### src/rtl/mc_div_sgn.sv
// Multicycle radix-2 restoring divider, signed/unsigned, with divide-by-zero detect and abort.
// Latency: W_RESULT pulses W+2 cycles after GO is accepted, or 2 cycles when B==0.
// No backpressure: GO is ignored while BUSY; KILL drops the operation in flight.
module mc_div_sgn #(
  parameter int W = 32
) (
  input  logic         CLK,
  input  logic         RESET,
  input  logic         GO,
  input  logic         SIGNED,
  input  logic         KILL,
  input  logic [W-1:0] A,
  input  logic [W-1:0] B,
  output logic         BUSY,
  output logic         W_RESULT,
  output logic         DIV0,
  output logic [W-1:0] QUOT,
  output logic [W-1:0] REM
);

  localparam int CW = $clog2(W + 1);

  typedef enum logic [1:0] {S_IDLE, S_RUN, S_FIX} state_t;

  state_t        state_q, state_d;
  logic [CW-1:0] cnt_q, cnt_d;
  logic [W-1:0]  rem_q, rem_d;        // partial remainder
  logic [W-1:0]  quo_q, quo_d;        // dividend shifting out, quotient shifting in
  logic [W-1:0]  dvs_q, dvs_d;        // divisor magnitude
  logic [W-1:0]  a_raw_q, a_raw_d;    // dividend as sampled, returned on divide-by-zero
  logic          qneg_q, qneg_d;
  logic          rneg_q, rneg_d;
  logic          dz_q, dz_d;
  logic          wres_q, wres_d;
  logic          div0_q, div0_d;
  logic [W-1:0]  quot_q, quot_d;
  logic [W-1:0]  res_rem_q, res_rem_d;

  logic [W-1:0]  a_mag, b_mag;
  logic [W:0]    rem_sh, diff;

  // Next-state, datapath iteration and result sign correction
  always_comb begin
    state_d   = state_q;
    cnt_d     = cnt_q;
    rem_d     = rem_q;
    quo_d     = quo_q;
    dvs_d     = dvs_q;
    a_raw_d   = a_raw_q;
    qneg_d    = qneg_q;
    rneg_d    = rneg_q;
    dz_d      = dz_q;
    wres_d    = 1'b0;
    div0_d    = div0_q;
    quot_d    = quot_q;
    res_rem_d = res_rem_q;

    // Magnitudes fit W unsigned bits, so negating MIN yields 2^(W-1) exactly
    a_mag  = (SIGNED && A[W-1]) ? -A : A;
    b_mag  = (SIGNED && B[W-1]) ? -B : B;
    rem_sh = {rem_q, quo_q[W-1]};
    diff   = rem_sh - {1'b0, dvs_q};

    case (state_q)
      S_IDLE: begin
        if (GO && !KILL) begin
          a_raw_d = A;
          dvs_d   = b_mag;
          rem_d   = '0;
          quo_d   = a_mag;
          qneg_d  = SIGNED & (A[W-1] ^ B[W-1]);
          rneg_d  = SIGNED & A[W-1];
          dz_d    = (B == '0);
          cnt_d   = '0;
          state_d = (B == '0) ? S_FIX : S_RUN;
        end
      end
      S_RUN: begin
        if (!diff[W]) begin
          rem_d = diff[W-1:0];
          quo_d = {quo_q[W-2:0], 1'b1};
        end else begin
          rem_d = rem_sh[W-1:0];
          quo_d = {quo_q[W-2:0], 1'b0};
        end
        cnt_d = cnt_q + CW'(1);
        if (cnt_q == CW'(W - 1)) state_d = S_FIX;
      end
      S_FIX: begin
        state_d = S_IDLE;
        wres_d  = 1'b1;
        div0_d  = dz_q;
        if (dz_q) begin
          quot_d    = '1;
          res_rem_d = a_raw_q;
        end else begin
          quot_d    = qneg_q ? -quo_q : quo_q;
          res_rem_d = rneg_q ? -rem_q : rem_q;
        end
      end
      default: state_d = S_IDLE;
    endcase

    // Abort wins over everything but reset: no pulse, results untouched
    if (KILL && state_q != S_IDLE) begin
      state_d   = S_IDLE;
      wres_d    = 1'b0;
      div0_d    = div0_q;
      quot_d    = quot_q;
      res_rem_d = res_rem_q;
    end
  end

  // State and output registers with synchronous reset
  always_ff @(posedge CLK) begin
    if (RESET) begin
      state_q   <= S_IDLE;
      cnt_q     <= '0;
      rem_q     <= '0;
      quo_q     <= '0;
      dvs_q     <= '0;
      a_raw_q   <= '0;
      qneg_q    <= 1'b0;
      rneg_q    <= 1'b0;
      dz_q      <= 1'b0;
      wres_q    <= 1'b0;
      div0_q    <= 1'b0;
      quot_q    <= '0;
      res_rem_q <= '0;
    end else begin
      state_q   <= state_d;
      cnt_q     <= cnt_d;
      rem_q     <= rem_d;
      quo_q     <= quo_d;
      dvs_q     <= dvs_d;
      a_raw_q   <= a_raw_d;
      qneg_q    <= qneg_d;
      rneg_q    <= rneg_d;
      dz_q      <= dz_d;
      wres_q    <= wres_d;
      div0_q    <= div0_d;
      quot_q    <= quot_d;
      res_rem_q <= res_rem_d;
    end
  end

  assign BUSY     = (state_q != S_IDLE);
  assign W_RESULT = wres_q;
  assign DIV0     = div0_q;
  assign QUOT     = quot_q;
  assign REM      = res_rem_q;

endmodule

### config.mk
export PLATFORM = sky130hd
export DESIGN_NAME = mc_div_sgn
export DESIGN_NICKNAME = d
export VERILOG_FILES = /design/src/rtl/mc_div_sgn.sv
export SDC_FILE = /design/constraint.sdc
export NUM_CORES = 1
export LEC_CHECK = 0
export ABC_AREA = 0
export CORE_AREA = 10 10 200 126
export CTS_CLUSTER_DIAMETER = 150
export CTS_CLUSTER_SIZE = 16
export DETAILED_ROUTE_END_ITERATION = 6
export DIE_AREA = 0 0 210 136
export GPL_TIMING_DRIVEN = 0
export PLACE_DENSITY = 0.8
export SYNTH_ARGS = -nofsm -noshare
export SYNTH_HDL_FRONTEND = slang
export SYNTH_SLANG_ARGS = --single-unit
### constraint.sdc
create_clock -name CLK -period 4 [get_ports CLK]
set_input_delay 1 -clock CLK [delete_from_list [all_inputs] [get_ports CLK]]
set_output_delay 1 -clock CLK [all_outputs]
set_load 0.005 [all_outputs]
==> metrics <==
status=finished clean; RSZ-0062 raised after global routing=yes; clock tree buffer depth=3; dominant cell by count in the synthesized netlist=nand2_1; Hold Crit Depth=2; CP required=4400 ps; Post-synth ARST share=0%; dominant cell type by area after synthesis=dfxtp_1; first-pass GRT wire length=65.2 mm; initial antenna violation count=2; Post-Layout Cell Count=2,045; placed wire-length estimate=34.1 mm; Total Wirelength=43.5 mm; Hold Fails Final Rpt=0; # rows=42; GR Util met2=35.7%; type of origin of the critical path=register; fin crit share=93.8%; vias after detailed routing=12,855; Slew Viols, Final=0; Avg WL per Cell=21.2 microns; clock period minus final worst setup slack=3750 ps; VDD IR-drop max=0.265 mV; Worst-path clk slew=80 ps; CP Max Fanout=10; Worst Path Arrival=4150 ps; WS Path Type=reg2reg; H-tree depth=1; # DRC=0; Cell Pwr Density=374 nW/um^2; Final setup viols=0; starting density of the core=55.8%; post-synthesis sequential area ratio=33.9%; GR Layer Usage met3=11.5%; R2R Setup Slk=250 ps; synth top area cells=dfxtp_1 (34%), nand2_1 (7.9%), a21oi_1 (7.1%); Clock Skew=12.1 ps; top cell types by occurrence after synthesis=nand2_1 (255), dfxtp_1 (205), a21oi_1 (171); vias per cell=6.29; fmax=267 MHz; final weighted congestion in routability-driven placement=1.02; clock latency reported for the late side of the worst-skew pair=490 ps; WHS Endpoint=a_raw_q[1]; Hold Crit Start=a_raw_q[1]; Yosys warnings=0; Clock Tree Root=clkbuf_16; Most Crowded Layer GR=met1; number of global-route vias before repair=11,356; M1 GR Usage=43.0%; Final Instance Area=14,200 sq um; FF-to-FF End=rem_q[7]; GRT Residual Overflow=0; placed inst area=13,800 sq um; min-delay worst type=reg2reg; Die Footprint=28,600 sq um; layout cells sized above 1=2.39%; worst reg2reg path depth=13; #FFs+latches synth=205; Inst Count DP=2,026; top-area cell type share of the netlist area=33.9%; Mapped Cells=1,605; max_slew headroom=16.3%; Max Cap Viol=0; Die W=210 microns; worst slew pin tran=1250 ps; Synth Flop Type=dfxtp_1; mapped cell area=12,100 sq um; gr usage total=28.5%; Post-synth EDFFs=0; largest net degree at the start of global routing=17; Reg2Reg Launch Point=quo_q[31]; clk sink count=205; static leakage=5.10 nW; cts bufs inserted=16; Mapped Avg Cell Area=7.53 sq um; Die Span Y=136 microns; Critical Path End Type=register; Netlist cell types=70; ANT nets after route=0; core area=21,700 sq um; port bufs=135; post-synth net total=1,712; CTS tree=built; I/O pins=136; Final #Nets=1,865; initial drt markers=1,641; First-pass DRT Iterations=5; area delta synth->final=17.8%
[placed cells by master (no fill, tap or decap), drive strengths merged, types with 32 or more instances in the layout]
cell type,count
o22ai,32
ha,37
xor2,67
dfxtp,205
a21oi,173
xnor2,68
a211oi,36
nand2,255
o21ai,122
clkdlybuf4s50,135
inv,51
nor2,140
clkbuf,114
[power by group]
group / leakage, nW / internal, mW / total [mW] / switching, mW
clock: 0.213 / 0.755 / 1.50 / 0.744
sequential: 1.67 / 2.13 / 2.23 / 0.103
combinational: 3.22 / 0.593 / 1.59 / 1.00
[metrics by stage]
stage               utilization [%]  power (mW)  hold WS, ps  TNS [ps]  setup slack (ps)
finish                         65.8        5.32          458         0               248
CTS                            65.8        5.24          457         0               208
detailed placement             63.8        3.79          449         0              37.9
global placement               63.7        3.76          443         0               127
global route                   65.8        5.50          477     -27.2             -27.2
floorplan                         -        3.29          432         0              1070
[layer usage]
| metal | vias up | part of all wire [%] |
|---|---|---|
| li1 | 5988 | - |
| met1 | 5977 | 46 |
| met2 | 812 | 37 |
| met3 | 76 | 15 |
| met4 | 2 | 1.9 |
| met5 | - | 0.074 |
[how the worst max path moves through the flow]
stage                     startpoint  cells after the start   endpoint  slack [ps]
after global routing       quo_q[31]                     13   rem_q[7]         -30
after floorplan                B[10]                      9  dvs_q[28]        1070
final                      quo_q[31]                     13   rem_q[7]         250
after detailed placement       B[10]                     10  dvs_q[30]          40
after global placement         B[10]                     10  dvs_q[30]         130
after CTS                  quo_q[31]                     12  rem_q[30]         210
[logic make-up after synthesis]
kind of cell | Yosys count | share of synthesized area (%)
flip-flops | 205 | 33.9
AND/OR/NAND/NOR | 547 | 20.1
adder cells (fa/ha/maj) | 38 | 3.99
multiplexers | 17 | 1.42
XOR/XNOR | 135 | 9.78
buffers and inverters | 155 | 4.85
AO/OA/AOI/OAI | 508 | 25.9
[worst max-delay path: stages, from the launching register on]
cell	delay (ps)
dfxtp_1	460
inv_1	150
ha_1	310
fa_1	410
nor2b_1	240
o2111ai_1	150
and3_1	250
o2111ai_1	270
o211ai_1	200
a221o_1	390
clkbuf_1	280
nor3_1	240
a21oi_1	60
a211oi_1	250
[repair_timing]
item,in CTS,in global routing
gates resized for setup,0,2
endpoints found under the hold margin,0,0
setup buffers,0,0
hold buffers,0,0
setup endpoints to repair,0,7
[sequential cells by signal (all words and copies together), names as in the netlist, 2 cells and up]
signal / cells
a_raw_q: 32
dvs_q: 32
rem_q: 32
state_q: 2
REM: 32
cnt_q: 6
QUOT: 32
quo_q: 32
[cell type report]
type	instances	area, sq um
diodes	1	2.50
multi-input cells	1245	7420
well taps	286	358
clock inverters	1	5.00
clock buffers	17	425
repair buffers	135	1350
fillers	1939	7400
inverters	51	191
plain buffers	104	395
flip-flops and latches	205	4100
No activity file was read; power rests on OpenSTA's default activity.
